## src/rtl/di_dispatch_queue.sv

```systemverilog
// Decoded-instruction dispatch queue, sitting between the dynamic decoder and the
// issue stage. Entries are buffered in order. A decoder fault turns into a precise
// stop: nothing younger than the faulting entry is accepted or issued, and only a
// flush releases the stop.
//
// Ports:
//   clk, rst     clock; asynchronous active-high reset
//   di_i         decoded instruction in; di_i.valid requests a push
//   di_i_ready   queue accepts di_i this cycle
//   di_o         head entry; di_o.valid means the head is presented
//   di_o_ready   issue stage consumes the head this cycle
//   flush_i      discard all entries and return to RUN
//   fault_o      one-cycle pulse: the faulting entry has just issued
//   fault_id_o   id of that entry, held until flush or reset
//   count_o      number of stored entries

package C;
  typedef logic [7:0] id_t;
  typedef struct packed {
    logic        valid;
    logic        fault;
    id_t         id;
    logic [15:0] instr;
  } di_t;
endpackage

module di_dispatch_queue #(
  parameter int unsigned DEPTH = 8
) (
  input  logic                       clk,
  input  logic                       rst,
  input  C::di_t                     di_i,
  output logic                       di_i_ready,
  output C::di_t                     di_o,
  input  logic                       di_o_ready,
  input  logic                       flush_i,
  output logic                       fault_o,
  output C::id_t                     fault_id_o,
  output logic [$clog2(DEPTH+1)-1:0] count_o
);

  localparam int unsigned PTR_W = $clog2(DEPTH);
  localparam int unsigned CNT_W = $clog2(DEPTH + 1);

  typedef enum logic [1:0] {StRun, StDrain, StHalt} state_e;

  state_e           state_q, state_d;
  logic [PTR_W:0]   wr_ptr_q, wr_ptr_d;
  logic [PTR_W:0]   rd_ptr_q, rd_ptr_d;
  logic [CNT_W-1:0] count_q, count_d;
  logic             fault_q, fault_d;
  C::id_t           fault_id_q, fault_id_d;
  C::di_t           mem_q [DEPTH];

  logic             full, empty, push, pop;
  logic [PTR_W-1:0] wr_idx, rd_idx;

  assign wr_idx = wr_ptr_q[PTR_W-1:0];
  assign rd_idx = rd_ptr_q[PTR_W-1:0];
  assign empty  = (wr_ptr_q == rd_ptr_q);
  assign full   = (wr_idx == rd_idx) && (wr_ptr_q[PTR_W] != rd_ptr_q[PTR_W]);

  // Handshake outputs. Ready deliberately ignores di_o_ready: a full queue
  // refuses even when the head is leaving in the same cycle.
  always_comb begin
    di_i_ready = !rst && !full && (state_q == StRun) && !flush_i;
    di_o       = mem_q[rd_idx];
    di_o.valid = !rst && !empty && (state_q != StHalt);
    push       = di_i.valid && di_i_ready;
    // di_o.valid stays driven during flush, but the consume is ignored.
    pop        = di_o.valid && di_o_ready && !flush_i;
  end

  always_comb begin
    state_d    = state_q;
    wr_ptr_d   = wr_ptr_q;
    rd_ptr_d   = rd_ptr_q;
    count_d    = count_q;
    fault_d    = 1'b0;
    fault_id_d = fault_id_q;

    if (flush_i) begin
      // Flush wins over everything, including a faulting pop in this cycle.
      state_d    = StRun;
      wr_ptr_d   = '0;
      rd_ptr_d   = '0;
      count_d    = '0;
      fault_id_d = '0;
    end else begin
      if (push) wr_ptr_d = wr_ptr_q + 1'b1;
      if (pop)  rd_ptr_d = rd_ptr_q + 1'b1;
      count_d = CNT_W'(wr_ptr_d - rd_ptr_d);

      unique case (state_q)
        StRun: begin
          if (push && di_i.fault) begin
            // Popping the pushed entry in the same cycle would need a bypass path.
            state_d = (pop && (rd_ptr_q == wr_ptr_q)) ? StHalt : StDrain;
          end
        end
        StDrain: begin
          if (pop && di_o.fault) begin
            state_d    = StHalt;
            fault_d    = 1'b1;
            fault_id_d = di_o.id;
          end
        end
        StHalt: ;
        default: state_d = StRun;
      endcase
    end
  end

  always_ff @(posedge clk or posedge rst) begin
    if (rst) begin
      state_q    <= StRun;
      wr_ptr_q   <= '0;
      rd_ptr_q   <= '0;
      count_q    <= '0;
      fault_q    <= 1'b0;
      fault_id_q <= '0;
    end else begin
      state_q    <= state_d;
      wr_ptr_q   <= wr_ptr_d;
      rd_ptr_q   <= rd_ptr_d;
      count_q    <= count_d;
      fault_q    <= fault_d;
      fault_id_q <= fault_id_d;
    end
  end

  // Storage needs no reset; the pointers define which slots are meaningful.
  always_ff @(posedge clk) begin
    if (push) mem_q[wr_idx] <= di_i;
  end

  assign fault_o    = fault_q;
  assign fault_id_o = fault_id_q;
  assign count_o    = count_q;

  // A faulting entry can never issue in the cycle it is pushed (no flow-through).
  a_no_fault_bypass: assert property (@(posedge clk) disable iff (rst)
    !(push && di_i.fault && pop && (rd_ptr_q == wr_ptr_q)));

  a_fault_pulse: assert property (@(posedge clk) disable iff (rst)
    !(fault_q && fault_d));

endmodule
```

## config.mk

```make
export PLATFORM = sky130hd
export DESIGN_NAME = di_dispatch_queue
export DESIGN_NICKNAME = d
export VERILOG_FILES = /design/src/rtl/di_dispatch_queue.sv
export SDC_FILE = /design/constraint.sdc
export NUM_CORES = 1
export LEC_CHECK = 0
export CELL_PAD_IN_SITES_DETAIL_PLACEMENT = 2
export CELL_PAD_IN_SITES_GLOBAL_PLACEMENT = 2
export CORE_MARGIN = 2
export CORE_UTILIZATION = 49
export CTS_CLUSTER_SIZE = 40
export DETAILED_ROUTE_END_ITERATION = 10
export HOLD_SLACK_MARGIN = 0.12
export PLACE_DENSITY_LB_ADDON = 0.1
export SKIP_CTS_REPAIR_TIMING = 1
export SYNTH_ARGS = -nofsm -noshare
export SYNTH_HDL_FRONTEND = slang
export SYNTH_SLANG_ARGS = --single-unit
```

## constraint.sdc

```tcl
create_clock -name clk -period 13.45 [get_ports clk]
set_clock_uncertainty 0.05 [all_clocks]
set_input_delay 4.035 -clock clk [delete_from_list [all_inputs] [get_ports clk]]
set_output_delay 4.035 -clock clk [all_outputs]
set_load 0.01 [all_outputs]
```

==> results.cfg, run 1 <==
[finish]
final_common_cell = edfxtp_1
final_core_util_pct = 60.6
drive_gt1_share_pct = 26.4
fin_area_mm2 = 0.0106
fillCellCount = 1359
area_growth_pct = 20.2
nNetsFinal = 539
layout_common_cells = edfxtp_1 (200), clkdlybuf4s50_1 (69), mux4_2 (48)
diodes = 0
instances_no_fill = 744

[placed_design]
place_area_mm2 = 0.00980
hpwl_um = 12900
dp.cells = 703
gp_congestion = 0.694
port_buffers = 69

[worst_setup_path]
r2r-start = rd_ptr_q[1]
slowest_stage = clkdlybuf4s50_1
reg2reg_slack_ns = 8.93
required_ns = 9.36
cp-start-kind = primary input
startpoint = flush_i
arrival_ns = 6.20
reg2regPathDepth = 12
critical_path_class = in2out
crit_path_max_fanout = 24
crit_path_cell_trace = clkdlybuf4s50_1 -> nor4_1 -> nor2b_1 -> clkdlybuf4s50_1
r2r-end = count_o[3]
critPathCaptureType = primary output
crit_path_end = di_i_ready
crit_path_max_incr_delay_ns = 0.90
path_common_cell = clkdlybuf4s50_1

[sta]
max_freq_ghz = 0.0972
fin_hold_ws_ns = 0.546
rsz0062_at_grt = no
hold_violations = 0
slew_headroom_pct = 25.0
slew_viol_final = 0
post-route-period-util_pct = 76.5
fin_setup_tns_ns = 0
period_minus_slack_ns = 10.29
setup_viol_count_final = 0
tightest_slew_ns = 1.12

[synthesis]
syn-cell-area_mm2 = 0.00878
syn_inst = 415
synth_top_cells_by_area = edfxtp_1 (68%), mux4_2 (12%), dfrtp_1 (6.6%)
syn_nets = 451
ys_ff_latch = 223
ys_seq_area_share_pct = 75.0
yosys_warnings = 0
syn_area_per_cell_um2 = 21.1
synth_top_area_share_pct = 68.4
ys_types = 37
synth_top_cell_by_area = edfxtp_1

[floorplanning]
fp-row-count = 48
start_util_pct = 50.4
design.core.area_mm2 = 0.0174
dieArea_mm2 = 0.0190
pin_count = 70
die_h_um = 138
dieWidth_um = 138

[route]
drtIter0Drc = 292
ant_nets = 0
drcViolationCount = 0
wl_um = 21400
dr.pass1.iters = 4
vias = 4324
viasPerCell = 5.81
drt-wirelength-per-cell_um = 28.7

[power]
power_density_mw_per_mm2 = 137
irDropWorstVdd_mv = 0.110
power.leakage_nw = 3.49

[global_routing]
antenna_found_initial = 0
grt_pass1_vias = 4837
gr-total-overflow = 0
grt_max_degree = 57
grt_pass1_wl_um = 31800
grt_use_total_pct = 23.8

[flow_run]
maxCapViolCount = 0

[cts]
clk_pin_slew_ns = 0.06
cts_buffers = 23
clk_latency_ns = 0.52
cts_root_buf = clkbuf_16
cts.sinks = 223
cts_tree = done
h-tree-depth = 1
clockBufferDepth = 3

[worst_hold_path]
hp-class = reg2reg

[status]
outcome = complete, no violations
==> state kept, by name, summed over array words and instances, names as in the netlist <==
name,flops
count_o,4
fault_id_o,8
fault_o,1
mem_q,200
rd_ptr_q,4
state_q,2
wr_ptr_q,4
==> area by class of cell <==
type	instances	area (um2)	area share, %
multi-input combinational	168	2120	20.1
tap	225	282	2.67
timing repair buffer	83	796	7.54
clock inverter	13	136	1.29
clock buffer	28	614	5.82
inverter	4	15.0	0.142
sequential	223	6590	62.4
==> where the power goes <==
group          total (mW)  internal, mW  leakage, nW  switching, mW
sequential          0.763         0.759         2.12        0.00372
combinational      0.0466        0.0227         1.00         0.0240
clock               0.640         0.381        0.369          0.259
==> cells in the mapped netlist <==
master    number
xor2_1         6
o31ai_1        1
xnor2_1        6
o21ba_2        1
nand3b_1       3
nand2_1        6
or4b_4         1
nor2b_1       12
nand2b_1       1
nand4_1        2
nor4_1         3
mux2i_1        6
inv_1          4
or3_1          1
nor2_1        13
clkbuf_1       6
mux4_2        48
dfrtp_1       23
edfxtp_1     200
o21ai_0        2
nor3b_1        4
and4_4         1
nor3_1         3
buf_6          2
mux2_2        28
and3_1         1
buf_1          2
mux2_1         4
and2_1         2
a21oi_1        2
nand3_2        1
nor3_4         1
nand3_1        1
nor4b_1        2
ha_1           5
fa_1           1
buf_2         10
==> how the worst min path moves through the flow <==
| stage | slack, ns | startpoint | endpoint | cells after the start |
|---|---|---|---|---|
| after floorplan | 0.48 | rd_ptr_q[3] | rd_ptr_q[3] | 2 |
| after global placement | 0.50 | wr_ptr_q[3] | wr_ptr_q[3] | 2 |
| after detailed placement | 0.53 | wr_ptr_q[3] | wr_ptr_q[3] | 2 |
| after CTS | 0.55 | wr_ptr_q[3] | wr_ptr_q[3] | 2 |
| after global routing | 0.58 | rd_ptr_q[3] | rd_ptr_q[3] | 2 |
| final | 0.55 | rd_ptr_q[3] | rd_ptr_q[3] | 2 |
==> critical path: cells and delay by family <==
| kind | cells | cell delay [ns] |
|---|---|---|
| buffers and inverters | 2 | 1.46 |
| AND/OR/NAND/NOR | 2 | 0.70 |
==> per-stage QoR <==
stage	total power [mW]	setup WS, ns
3_3_place_gp	0.820	3.26
4_1_cts	1.46	3.16
6_report	1.45	3.16
2_1_floorplan	0.794	4.77
5_1_grt	1.49	2.99
3_5_place_dp	0.824	3.15
==> per-layer routing <==
layer  global-route usage [%]  part of all wire (%)  wire, um  vias to the layer above
li1                         -                     -         -                     1853
met1                     32.8                    42      8880                     2310
met2                     40.6                    52     11000                      136
met3                     3.83                   5.0      1060                       25
met4                     5.50                   1.7       369                        0
met5                        0                     0         0                        -
==> logic make-up (layout without fill, tap and decap cells) <==
group,count (synthesis),in the layout,synth area share (%)
simple gates,58,58,3.99
mux,86,86,17.1
fa+ha+maj,6,6,0.941
compound gates,6,6,0.428
buf+inv,24,128,1.34
flops,223,223,75.0
xor+xnor,12,12,1.20
No activity file was read; power rests on OpenSTA's default activity.
==> run 2, diff against run 1 <==
--- a/config.mk
+++ b/config.mk
@@ -8,7 +8,7 @@
 export CELL_PAD_IN_SITES_DETAIL_PLACEMENT = 2
 export CELL_PAD_IN_SITES_GLOBAL_PLACEMENT = 2
 export CORE_MARGIN = 2
-export CORE_UTILIZATION = 49
+export CORE_UTILIZATION = 41
 export CTS_CLUSTER_SIZE = 40
 export DETAILED_ROUTE_END_ITERATION = 10
 export HOLD_SLACK_MARGIN = 0.12
==> constraint.sdc (replaced) <==
create_clock -name clk -period 8.84 [get_ports clk]
set_clock_uncertainty 0.05 [all_clocks]
set_input_delay 2.652 -clock clk [delete_from_list [all_inputs] [get_ports clk]]
set_output_delay 2.652 -clock clk [all_outputs]
set_load 0.01 [all_outputs]
==> results.cfg, run 2 (synthesis results as in run 1) <==
[worst_setup_path]
critPathCaptureType = primary output
required_ns = 6.14
crit_path_cell_trace = clkdlybuf4s50_1 -> buf_4 -> nor4_1 -> nor2b_1 -> clkdlybuf4s50_1
reg2reg_slack_ns = 5.23
arrival_ns = 4.32
cp-start-kind = primary input
r2r-start = rd_ptr_q[2]
slowest_stage = clkdlybuf4s50_1
r2r-end = count_o[3]
crit_path_max_incr_delay_ns = 0.56
path_common_cell = clkdlybuf4s50_1
reg2regPathDepth = 12
critical_path_class = in2out
crit_path_max_fanout = 24

[worst_hold_path]
hold_depth = 2
hold_end = rd_ptr_q[3]
hp-class = reg2reg
hp-start = rd_ptr_q[3]

[power]
power_density_mw_per_mm2 = 216
irDropWorstVdd_mv = 0.187
power.leakage_nw = 3.53

[cts]
cts_root_buf = clkbuf_16
cts_tree = done
clockBufferDepth = 3
h-tree-depth = 1
clk_latency_ns = 0.52
clk_pin_slew_ns = 0.06
cts.sinks = 223
cts_buffers = 25

[finish]
layout_common_cells = edfxtp_1 (200), clkdlybuf4s50_1 (69), mux4_2 (48)
diodes = 0
regMostFlops = mem_q
fillCellCount = 1787
area_growth_pct = 22.2
final_core_util_pct = 51.0
largest_reg_flops = 200
multi_input_area_mm2 = 0.00212
drive_gt1_share_pct = 27.7
nNetsFinal = 540
register_area_mm2 = 0.00659
final_common_cell = edfxtp_1

[global_routing]
gr-total-overflow = 0
grt.met1_usage_pct = 24.0
grt_util_met3_pct = 2.97
grt_pass1_vias = 4856
busiest_layer = met2
grt_use_met2_pct = 32.2
grt_max_degree = 53
grt_use_total_pct = 18.3
grt_pass1_wl_um = 30300
antenna_found_initial = 0

[sta]
slew_headroom_pct = 36.2
hold_violations = 0
slew_viol_final = 0
post-route-period-util_pct = 79.5
setup_slack_ns = 1.81
max_freq_ghz = 0.142
fin_setup_tns_ns = 0
setup_viol_count_final = 0
rsz0062_at_grt = no
fin_hold_ws_ns = 0.527
tightest_slew_ns = 0.956
period_minus_slack_ns = 7.03

[route]
vias = 4242
drtIter0Drc = 231
ant_nets = 0
drt-wirelength-per-cell_um = 24.8
dr.pass1.iters = 4
drcViolationCount = 0
wl_um = 19800
viasPerCell = 5.32

[floorplanning]
design.core.area_mm2 = 0.0210
die_h_um = 150
fp-row-count = 53
start_util_pct = 41.7
pin_count = 70
dieWidth_um = 150
dieArea_mm2 = 0.0226

[placed_design]
port_buffers = 69
pre_cts_ws_ns = 1.79
gp_congestion = 0.668
hpwl_um = 11300

[status]
outcome = complete, no violations

[flow_run]
maxCapViolCount = 0
==> run 2: cell count changes in the layout (fill, tap and decap cells not counted), moves of 2 or more <==
cell        change
clkbuf_16       +2
clkinv_1        -3
bufinv_16       +2
clkinvlp_4      +4
clkinv_2        +2
==> run 2: layer usage <==
metal / up-vias / share of wire [%] / routed length (um)
met5: - / 0 / 0
met3: 29 / 4.5 / 897
met4: 0 / 1.5 / 295
met1: 2245 / 43 / 8450
li1: 1864 / - / -
met2: 104 / 51 / 10200
==> run 2: how the worst max path moves through the flow <==
stage	startpoint	to	slack (ns)	cells after the start
floorplan	rst	mem_q[1][0]	2.27	4
global placement	flush_i	di_i_ready	1.85	5
detailed placement	flush_i	di_i_ready	1.79	5
CTS	flush_i	di_i_ready	1.77	5
global route	flush_i	di_i_ready	1.73	5
finish	flush_i	di_i_ready	1.81	5
==> run 2: final cells by class <==
cell class,count,area share [%]
multi-input cells,168,19.8
inverters,4,0.140
well taps,275,3.21
clock inverters,18,2.10
clock buffers,28,6.03
flip-flops and latches,223,61.4
repair buffers,82,7.35
==> run 2: power by group <==
| part | internal (mW) | switching, mW | total [mW] |
|---|---|---|---|
| combinational | 0.0345 | 0.0370 | 0.0715 |
| clock | 0.673 | 0.413 | 1.09 |
| sequential | 1.16 | 0.00348 | 1.16 |
| total | 1.86 | 0.453 | 2.32 |
==> run 2: critical path, delay by kind of cell <==
kind | cells | cell delay, ns
buf+inv | 3 | 1.18
simple gates | 2 | 0.49
==> run 2: stage by stage <==
| step | instances | total power, mW | area (um2) |
|---|---|---|---|
| after floorplan | 415 | 1.21 | 8780 |
| after global placement | 752 | 1.25 | 9850 |
| after detailed placement | 752 | 1.25 | 9850 |
| after CTS | 798 | 2.35 | 10700 |
| after global routing | 798 | 2.39 | 10700 |
| final | 798 | 2.32 | 10700 |
